[src/rtl/mul_arbiter.sv]
// mul_arbiter: round-robin arbiter that lets two requesters share one
// sequential multiplier, with a run timeout.
//
// Ports
//   clk, Reset                 clock, async active-high reset
//   i_req0/1, i_a0/b0, i_a1/b1 level requests and their operands
//   o_gnt0/1                   requester owns the multiplier (LOAD..DONE)
//   o_done0/1                  one-cycle completion pulse
//   o_err                      timeout flag, valid with the done pulse
//   o_result                   product of the last completed transaction
//   o_busy                     high outside IDLE
//   o_m_reset, o_m_run         load strobe / run enable to the multiplier
//   o_m_multiplicand/_multiplier  operands latched at grant
//   i_m_ready, i_m_product     multiplier completion flag and product
module mul_arbiter #(
    parameter int unsigned WIDTH   = 32,
    parameter int unsigned TIMEOUT = 40
) (
    input  logic                 clk,
    input  logic                 Reset,
    input  logic                 i_req0,
    input  logic                 i_req1,
    input  logic [WIDTH-1:0]     i_a0,
    input  logic [WIDTH-1:0]     i_b0,
    input  logic [WIDTH-1:0]     i_a1,
    input  logic [WIDTH-1:0]     i_b1,
    output logic                 o_gnt0,
    output logic                 o_gnt1,
    output logic                 o_done0,
    output logic                 o_done1,
    output logic                 o_err,
    output logic [2*WIDTH-1:0]   o_result,
    output logic                 o_busy,
    output logic                 o_m_reset,
    output logic                 o_m_run,
    output logic [WIDTH-1:0]     o_m_multiplicand,
    output logic [WIDTH-1:0]     o_m_multiplier,
    input  logic                 i_m_ready,
    input  logic [2*WIDTH-1:0]   i_m_product
);

    localparam int unsigned CW = (TIMEOUT < 2) ? 1 : $clog2(TIMEOUT + 1);

    typedef enum logic [1:0] {
        S_IDLE = 2'd0,
        S_LOAD = 2'd1,
        S_RUN  = 2'd2,
        S_DONE = 2'd3
    } state_t;

    state_t               r_state;
    state_t               w_next;
    logic                 w_pick1;
    logic                 w_timeout;
    logic                 r_last1;
    logic [CW-1:0]        r_cnt;
    logic                 r_gnt0;
    logic                 r_gnt1;
    logic                 r_done0;
    logic                 r_done1;
    logic                 r_err;
    logic [2*WIDTH-1:0]   r_result;
    logic                 r_busy;
    logic                 r_m_reset;
    logic                 r_m_run;
    logic [WIDTH-1:0]     r_mcand;
    logic [WIDTH-1:0]     r_mplier;

    // Requester 1 wins when alone, or on a tie when requester 0 was served last.
    assign w_pick1   = i_req1 & (~i_req0 | ~r_last1);
    // Current RUN cycle is the TIMEOUT-th one.
    assign w_timeout = (r_cnt == CW'(TIMEOUT - 1));

    // State register.
    always_ff @(posedge clk or posedge Reset) begin
        if (Reset) begin
            r_state <= S_IDLE;
        end else begin
            r_state <= w_next;
        end
    end

    // Next-state logic; requests are only looked at in IDLE.
    always_comb begin
        w_next = r_state;
        case (r_state)
            S_IDLE: if (i_req0 || i_req1) w_next = S_LOAD;
            S_LOAD: w_next = S_RUN;
            S_RUN:  if (i_m_ready || w_timeout) w_next = S_DONE;
            S_DONE: w_next = S_IDLE;
            default: w_next = S_IDLE;
        endcase
    end

    // Registered outputs and datapath; strobes are decoded from the next state
    // so they line up with the state they belong to.
    always_ff @(posedge clk or posedge Reset) begin
        if (Reset) begin
            r_last1   <= 1'b1;
            r_cnt     <= '0;
            r_gnt0    <= 1'b0;
            r_gnt1    <= 1'b0;
            r_done0   <= 1'b0;
            r_done1   <= 1'b0;
            r_err     <= 1'b0;
            r_result  <= '0;
            r_busy    <= 1'b0;
            r_m_reset <= 1'b0;
            r_m_run   <= 1'b0;
            r_mcand   <= '0;
            r_mplier  <= '0;
        end else begin
            r_m_reset <= (w_next == S_LOAD);
            r_m_run   <= (w_next == S_RUN);
            r_busy    <= (w_next != S_IDLE);
            r_done0   <= 1'b0;
            r_done1   <= 1'b0;
            case (r_state)
                S_IDLE: begin
                    if (w_next == S_LOAD) begin
                        r_gnt0   <= ~w_pick1;
                        r_gnt1   <= w_pick1;
                        r_mcand  <= w_pick1 ? i_a1 : i_a0;
                        r_mplier <= w_pick1 ? i_b1 : i_b0;
                    end
                end
                S_LOAD: begin
                    r_cnt <= '0;
                end
                S_RUN: begin
                    r_cnt <= r_cnt + CW'(1);
                    if (w_next == S_DONE) begin
                        r_done0  <= r_gnt0;
                        r_done1  <= r_gnt1;
                        // m_ready wins over a simultaneous timeout.
                        r_err    <= ~i_m_ready;
                        r_result <= i_m_ready ? i_m_product : '0;
                    end
                end
                S_DONE: begin
                    r_last1 <= r_gnt1;
                    r_gnt0  <= 1'b0;
                    r_gnt1  <= 1'b0;
                end
                default: begin
                    r_gnt0 <= 1'b0;
                    r_gnt1 <= 1'b0;
                end
            endcase
        end
    end

    assign o_gnt0           = r_gnt0;
    assign o_gnt1           = r_gnt1;
    assign o_done0          = r_done0;
    assign o_done1          = r_done1;
    assign o_err            = r_err;
    assign o_result         = r_result;
    assign o_busy           = r_busy;
    assign o_m_reset        = r_m_reset;
    assign o_m_run          = r_m_run;
    assign o_m_multiplicand = r_mcand;
    assign o_m_multiplier   = r_mplier;

endmodule
[config.mk]
export PLATFORM = sky130hd
export DESIGN_NAME = mul_arbiter
export DESIGN_NICKNAME = d
export VERILOG_FILES = /design/src/rtl/mul_arbiter.sv
export SDC_FILE = /design/constraint.sdc
export NUM_CORES = 1
export LEC_CHECK = 0
export CAP_MARGIN = 20
export CORE_MARGIN = 8
export CORE_UTILIZATION = 35
export DETAILED_ROUTE_END_ITERATION = 8
export GPL_ROUTABILITY_DRIVEN = 0
export PLACE_DENSITY = 0.67
export SLEW_MARGIN = 20
export SYNTH_ARGS = -nofsm -noshare
export SYNTH_HDL_FRONTEND = slang
export SYNTH_SLANG_ARGS = --single-unit
[constraint.sdc]
create_clock -name clk -period 13.25 [get_ports clk]
set_input_delay 1.325 -clock clk [delete_from_list [all_inputs] [get_ports clk]]
set_output_delay 1.325 -clock clk [all_outputs]
set_load 0.01 [all_outputs]
; ---- Yosys cells after proc, flatten, opt, wreduce, memory -nomap -nowiden
; Cells that the tools add are included.
[totals]
regBits = 145
output_inout_bits = 136
[op_classes]
addsub = 1
eq_ne = 8
muxes = 15
n_bitwise = 6
reduce_logical = 9
[op_table]
columns = cell, n
row1 = 32-bit 2-to-1 mux, 2
row2 = 64-bit 2-to-1 mux, 1
row3 = 6-bit case mux with 2 select lines, 1
row4 = "2-bit equality test, second input constant", 4
row5 = 2-bit case mux with 4 select lines, 1
row6 = "6-bit by 1-bit adder with 6-bit output, second input constant", 1
row7 = "6-bit equality test, second input constant", 1
row8 = 1-bit 2-to-1 mux, 6
row9 = 2-bit AND reduction, 3
row10 = 2-bit nonzero test, 3
row11 = "2-bit by 1-bit equality test with 1-bit output, second input constant", 2
row12 = 2-bit 2-to-1 mux, 2
row13 = 1-bit inverter, 4
row14 = 1-bit case mux with 2 select lines, 2
row15 = 2-bit zero test, 1
row16 = 1-bit logical OR, 2
row17 = "2-bit != test, second input constant", 1
row18 = 1-bit AND, 1
row19 = 1-bit bitwise OR, 1

; ---- Depth between registers and ports, before layout
; Gate-level depths: netlist of the first run.
[logic_depth]
word_depth = 7
ltp_mapped = 8
depth_no_buf = 6

; ---- Worst setup path before layout of the first run
; Ideal clock, no wire load.
[synth_timing]
path_type = input port to flip-flop
from = in i_req1
to = reg r_mcand[0] (netlist: o_m_multiplicand[0])
setup_time_ps = 125
arrival_ps = 2603
required_ps = 13125
slack_ps = 10522
cell_stages = 5
cell_sequence = a21boi_0 buf_2 buf_2 mux2_2 mux2_2
[synth_between]
elab_chain_cells = 5
[synth_lines]
columns = element, line
row1 = start: declaration, 22  ; input logic i_req1,
row2 = 1-bit logical OR, 87  ; S_IDLE: if (i_req0 || i_req1) w_next = S_LOAD;
row3 = 2-bit 2-to-1 mux, 87
row4 = 2-bit case mux with 4 select lines, 86  ; case (r_state)
row5 = 2-bit by 1-bit equality test with 1-bit output, 120  ; if (w_next == S_LOAD) begin
row6 = 2-bit AND reduction (no line), -
row7 = end signal: assignment, 123  ; r_mcand <= w_pick1 ? i_a1 : i_a0;
row8 = end: declaration, 66  ; logic [WIDTH-1:0] r_mcand;
; Several ways; a longest one is shown, not always the timed one.
; A chain may end at the register's enable or synchronous reset.

; ---- Final worst setup path of the first run
[layout_timing]
from = in i_req0
to = reg r_result[34] (netlist: o_result[34])
[layout_between]
elab_chain_cells = 5
[layout_lines]
columns = element, line
row1 = start: declaration, 21  ; input logic i_req0,
row2 = 1-bit logical OR, 87
row3 = 2-bit 2-to-1 mux, 87
row4 = 2-bit case mux with 4 select lines, 86
row5 = 2-bit equality test, 132  ; if (w_next == S_DONE) begin
row6 = 2-bit AND reduction (no line), -
row7 = end signal: assignment, 137  ; r_result <= i_m_ready ? i_m_product : '0;
row8 = end: declaration, 62  ; logic [2*WIDTH-1:0] r_result;
; Every way passes these cells.

==> results of run 1 <==
[logic make-up after synthesis]
logic type / count (synthesis) / share of synthesized area (%)
muxes: 195 / 31.2
DFF: 145 / 53.6
buffers and inverters: 104 / 6.82
and+or+nand+nor: 90 / 5.77
AOI/OAI and AO/OA: 16 / 1.53
adders and majority gates: 5 / 0.924
xor gates and xnor gates: 1 / 0.129
[per-stage QoR]
stage                     worst slack [ps]  util, %  power [mW]  area, sq um  hold WS (ps)
after floorplan                       8030        -        1.29         6770           477
after global placement                9440     53.6        1.84        10300           486
after CTS                             9810     56.7        2.34        10900           505
after detailed placement              9350     53.6        1.85        10300           492
after global routing                  9610     56.7        2.45        10900           508
final                                 9790     56.7        2.30        10900           501
[power groups by stage]
stage	logic (mW)	registers (mW)	clock network, mW
after floorplan	0.453	0.841	0
after global placement	1.08	0.754	0
after detailed placement	1.10	0.758	0
after CTS	1.10	0.753	0.489
after global routing	1.16	0.779	0.511
final	1.07	0.751	0.476
[sequential cells by signal (all words and copies together) (netlist names), 2 cells and up]
name and cells:
o_result 64, o_m_multiplicand 32, o_m_multiplier 32, r_cnt 6
r_state 2
[worst min path at each step]
stage / start / endpoint / slack [ps]
2_1_floorplan: r_cnt[0]$_DFFE_PP0P_ / r_cnt[0]$_DFFE_PP0P_ / 480
3_3_place_gp: o_m_multiplicand[16]$_DFFE_PP0P_ / o_m_multiplicand[16]$_DFFE_PP0P_ / 490
3_5_place_dp: o_m_multiplicand[13]$_DFFE_PP0P_ / o_m_multiplicand[13]$_DFFE_PP0P_ / 490
4_1_cts: o_m_multiplicand[13]$_DFFE_PP0P_ / o_m_multiplicand[13]$_DFFE_PP0P_ / 500
5_1_grt: o_m_multiplicand[17]$_DFFE_PP0P_ / o_m_multiplicand[17]$_DFFE_PP0P_ / 510
6_report: o_m_multiplicand[13]$_DFFE_PP0P_ / o_m_multiplicand[13]$_DFFE_PP0P_ / 500
[layout by cell type (no fill, tap or decap), types with 2 or more instances in the layout]
master and n:
a21oi_1 2, a41oi_1 2, and2_1 2, buf_4 5, bufinv_16 2, clkbuf_16 17, clkbuf_8 2, clkdlybuf4s50_1 331
clkinv_2 3, clkinv_4 2, clkinvlp_4 3, dfrtp_1 144, ha_1 5, inv_1 73, inv_6 3, mux2_2 129
mux2i_1 66, nand2_1 69, nor2_1 6, nor2b_1 3, o21ai_0 6, o22ai_1 2
[metal layers]
metal  vias to the layer above  track usage (%)
li1                       2484                -
met1                      2434             20.1
met2                       211             26.9
met3                        11             8.52
met4                         4             3.92
met5                         -                0
[area by class of cell]
| cell class | instances | area, sq um | area share, % |
|---|---|---|---|
| clock buffers | 20 | 457 | 4.20 |
| clock inverters | 12 | 133 | 1.22 |
| inverters | 74 | 283 | 2.60 |
| multi-input cells | 307 | 2700 | 24.8 |
| flip-flops and latches | 145 | 3630 | 33.3 |
| well taps | 265 | 332 | 3.05 |
| repair buffers | 337 | 3360 | 30.8 |
==> results.json, run 1 <==
{
  "ys_warn_count": 0,
  "finClkSkew_ps": 9.62,
  "die_h_um": 155,
  "synth_ff_type": "dfrtp_1",
  "top_layer_used": "met5",
  "fmax_mhz": 289,
  "clkPwrFrac_pct": 20.7,
  "p_seq_share_pct": 32.6,
  "p_per_area_nw_per_um2": 211,
  "htreeDepth": 4,
  "grt_max_degree": 88,
  "arrival_ps": 3790,
  "rsz0062_at_grt": "no",
  "synth_most_common_cell": "dfrtp_1",
  "clkTransAtPathRegs_ps": 60,
  "cts.sinks": 145,
  "hold_buffers": 0,
  "cp_num_cells": 5,
  "viasPerCell": 4.43,
  "layout-drive-gt1-share_pct": 19.3,
  "num_rows": 51,
  "netlist_area_sq_um": 6770,
  "crit_required_ps": 13580,
  "dr.pass1.iters": 4,
  "wl_per_cell_um": 17.5,
  "hold_viol": 0,
  "dieArea_sq_um": 24000,
  "wl_met2_um": 9540,
  "worstSetupPathType": "input port to register",
  "path_buf_inv": 2,
  "worstSetupStartpointType": "input port",
  "drc_errors": 0,
  "min_period_ps": 3460,
  "cp_max_fo": 48,
  "crit_slowest_cell": "buf_4",
  "p_leak_nw": 5.03,
  "grtUsageTotal_pct": 16.9,
  "worst_pin_slew_ps": 848,
  "core_sq_um": 19200,
  "seq_area_frac_synth_pct": 53.6,
  "insertion_delay_ps": 410,
  "syn_inst": 556,
  "async_reset_ff_share_pct": 100,
  "r2r_slack_ps": 10510,
  "grt_pass1_vias": 5414,
  "cts.path.max_buffers": 2,
  "drt-met1-wl_um": 8430,
  "final_cells": 1160,
  "min_path_cells": 1,
  "drtIter0Drc": 158,
  "slowest_delay_ps": 720,
  "yosysTopAreaCell": "dfrtp_1",
  "yosys_register_bits": 145,
  "ant_nets": 0,
  "nets": 1084,
  "setup_tns_ps": 0,
  "timing.rr.end": "o_result[34]$_DFFE_PP0P_",
  "wl_met3_um": 2250,
  "p_int_mw": 1.56,
  "endpoint_kind": "register",
  "min_path_type": "register to register",
  "drv_slew": 0,
  "critical-path-top-delay-family": "buffers and inverters",
  "io-pin-count": 333,
  "netSwitchingPower_uw": 740,
  "grt_pass1_wl_um": 31700,
  "yosys-top-cells-count": "dfrtp_1 (144), mux2_2 (129), inv_1 (74)",
  "initial_utilization_pct": 35.2,
  "num_antenna_cells": 0,
  "setup_viol": 0,
  "synth_area_leaders": "dfrtp_1 (53%), mux2_2 (21%), mux2i_1 (9.8%)",
  "dieWidth_um": 155,
  "avgSynthCellArea_sq_um": 12.2,
  "cts_root_buf": "clkbuf_16",
  "synth_edf_count": 0,
  "cts_resized": 0,
  "relSlewSlack_pct": 43.4,
  "via_count": 5144,
  "ff2ff_path_depth": 6,
  "post-cts-setup-buffers": 0,
  "fill_cells": 1664,
  "cts_buffers": 17,
  "crit_chain": "clkdlybuf4s50_1 > nor4b_1 > or3_4 > buf_4 > mux2i_1",
  "synth.distinct_cells": 32,
  "tritoncts": "done",
  "area_growth_pct": 60.8,
  "r2r-start": "r_state[0]$_DFF_PP0_",
  "startpoint": "i_req0",
  "synth_top_cell_area_share_pct": 53.2,
  "antenna_found_initial": 2,
  "dp.cells": 1128,
  "dp_hpwl_um": 15500,
  "p_comb_share_pct": 46.7,
  "switching_share_pct": 32.1,
  "vdd_drop_max_mv": 0.101,
  "crit_path_end": "o_result[34]$_DFFE_PP0P_",
  "synth_nets": 758,
  "fin_crit_sh_pct": 26.1,
  "maxCapViolations": 0,
  "status": "finished, final reports clean",
  "grt_overflow": 0,
  "portBuffers": 332,
  "totalWireLength_um": 20300
}
No activity file was read; power rests on OpenSTA's default activity.
==> run 2, diff against run 1 <==
==> constraint.sdc (replaced) <==
create_clock -name clk -period 3.5 [get_ports clk]
set_input_delay 0.35 -clock clk [delete_from_list [all_inputs] [get_ports clk]]
set_output_delay 0.35 -clock clk [all_outputs]
set_load 0.01 [all_outputs]
==> run 2 against run 1 <==
Clock power increased to 4.0 times the previous value. Clock skew decreased by 1.8 ps. Via count decreased by 0.84%. Critical path depth increased by 1. Sequential cell count unchanged. Design area increased by 0.91%. Non-clock buffer count increased by 3. Cell count increased by 0.26%. Global-route usage increased by 0.29 points. Sequential power increased to 3.8 times the previous value. Combinational power increased to 3.9 times the previous value.
==> results.json, run 2 (same netlist as run 1, synthesis figures left out) <==
{
  "status": "finished, final reports clean",
  "r2r-start": "r_state[0]$_DFF_PP0_",
  "timing.rr.end": "o_result[25]$_DFFE_PP0P_",
  "num_antenna_cells": 0,
  "grt_overflow": 0,
  "num_rows": 51,
  "dieWidth_um": 155,
  "cts_root_buf": "clkbuf_16",
  "worstSetupStartpointType": "register",
  "core_sq_um": 19200,
  "largest_reg_flops": 64,
  "setup_tns_ps": 0,
  "grtUsageTotal_pct": 17.2,
  "final_cells": 1163,
  "crit_chain": "inv_1 > ha_1 > nor4b_1 > or3_4 > buf_4 > mux2i_1",
  "dp.cells": 1131,
  "fin_crit_sh_pct": 68.5,
  "worstSetupPathType": "register to register",
  "wl_per_cell_um": 17.7,
  "rsz0062_at_grt": "no",
  "drc_errors": 0,
  "r2r_slack_ps": 1100,
  "drtIter0Drc": 167,
  "final_cell_mix": "clkdlybuf4s50_1 (331), dfrtp_1 (144), mux2_2 (129), inv_1 (73), nand2_1 (69)",
  "p_seq_share_pct": 32.1,
  "whs_endpoint": "o_result[10]$_DFFE_PP0P_",
  "cp_max_fo": 29,
  "min_path_cells": 3,
  "die_h_um": 155,
  "grt_max_degree": 146,
  "crit_slowest_cell": "or3_4",
  "dr.pass1.iters": 4,
  "vdd_drop_max_mv": 0.436,
  "clkPwrFrac_pct": 21.4,
  "critical-path-top-delay-family": "simple AND/OR/NAND/NOR gates",
  "ant_nets": 0,
  "p_comb_share_pct": 46.5,
  "dp_hpwl_um": 15600,
  "clkTransAtPathRegs_ps": 60,
  "p_leak_nw": 5.07,
  "area_growth_pct": 62.2,
  "cts.path.max_buffers": 2,
  "final_common_cell": "clkdlybuf4s50_1",
  "drv_slew": 0,
  "nets": 1087,
  "arrival_ps": 2730,
  "setup_viol": 0,
  "maxCapViolations": 0,
  "worst_pin_slew_ps": 796,
  "post-cts-setup-buffers": 0,
  "totalWireLength_um": 20600,
  "via_count": 5101,
  "min_period_ps": 2400,
  "fill_cells": 1689,
  "p_int_mw": 6.06,
  "endpoint_kind": "register",
  "path_buf_inv": 2,
  "layout-drive-gt1-share_pct": 19.5,
  "switching_share_pct": 31.9,
  "hold_buffers": 0,
  "netSwitchingPower_mw": 2.83,
  "whs_ps": 482,
  "antenna_found_initial": 0,
  "viasPerCell": 4.39,
  "cp_num_cells": 6,
  "ff2ff_path_depth": 6,
  "hold_viol": 0,
  "portBuffers": 332,
  "crit_required_ps": 3840,
  "p_per_area_nw_per_um2": 809,
  "insertion_delay_ps": 410,
  "slowest_delay_ps": 560,
  "dieArea_sq_um": 24000,
  "fmax_mhz": 417,
  "cts_buffers": 17,
  "hp-start": "i_m_product[10]",
  "io-pin-count": 333,
  "cts_resized": 0,
  "relSlewSlack_pct": 46.9,
  "initial_utilization_pct": 35.2,
  "htreeDepth": 4,
  "grt_pass1_wl_um": 32000,
  "finClkSkew_ps": 7.84,
  "grt_pass1_vias": 5431,
  "min_path_type": "input port to register",
  "finish.utilization_pct": 57.2,
  "tritoncts": "done",
  "cts.sinks": 145
}
==> run 2: through the flow <==
| stage | power [mW] | cell area, sq um | worst slack (ps) |
|---|---|---|---|
| after floorplan | 4.90 | 6770 | 1330 |
| after global placement | 7.01 | 10400 | 978 |
| after detailed placement | 7.08 | 10400 | 932 |
| after CTS | 9.04 | 11000 | 1070 |
| after global routing | 9.46 | 11000 | 886 |
| final | 8.89 | 11000 | 1100 |
==> run 2: final cells by class <==
type / instances / area [sq um] / area share (%)
well taps: 265 / 332 / 3.02
flip-flops and latches: 145 / 3630 / 33.0
clock buffers: 19 / 433 / 3.94
inverters: 74 / 282 / 2.56
clock inverters: 13 / 184 / 1.67
repair buffers: 340 / 3430 / 31.2
multi-input cells: 307 / 2700 / 24.5
==> run 2: routing by layer <==
| layer | up-vias | wire length [um] | GRT usage, % |
|---|---|---|---|
| met5 | - | 0 | 0 |
| met4 | 0 | 206 | 4.76 |
| met3 | 15 | 2260 | 8.27 |
| met2 | 220 | 9850 | 28.1 |
| met1 | 2377 | 8300 | 19.8 |
| li1 | 2489 | - | - |
==> run 2: power by group through the flow <==
stage | Sequential (mW) | Combinational (mW) | Clock (mW)
after floorplan | 3.19 | 1.72 | 0
after global placement | 2.86 | 4.15 | 0
after detailed placement | 2.88 | 4.20 | 0
after CTS | 2.87 | 4.22 | 1.96
after global routing | 2.97 | 4.46 | 2.03
final | 2.86 | 4.13 | 1.90
==> run 2: how the worst max path moves through the flow <==
stage / endpoint / startpoint / slack (ps)
after floorplan: o_busy$_DFF_PP0_ / Reset / 1330
after global placement: o_result[18]$_DFFE_PP0P_ / i_req0 / 980
after global routing: o_result[34]$_DFFE_PP0P_ / r_state[0]$_DFF_PP0_ / 890
after detailed placement: o_result[35]$_DFFE_PP0P_ / i_req0 / 930
final: o_result[25]$_DFFE_PP0P_ / r_state[0]$_DFF_PP0_ / 1100
after CTS: o_result[33]$_DFFE_PP0P_ / r_state[0]$_DFF_PP0_ / 1070
==> run 2: worst min-delay path, cell delays in order <==
cell and delay, ps:
clkdlybuf4s50_1 390, nand2_1 60, mux2i_1 50
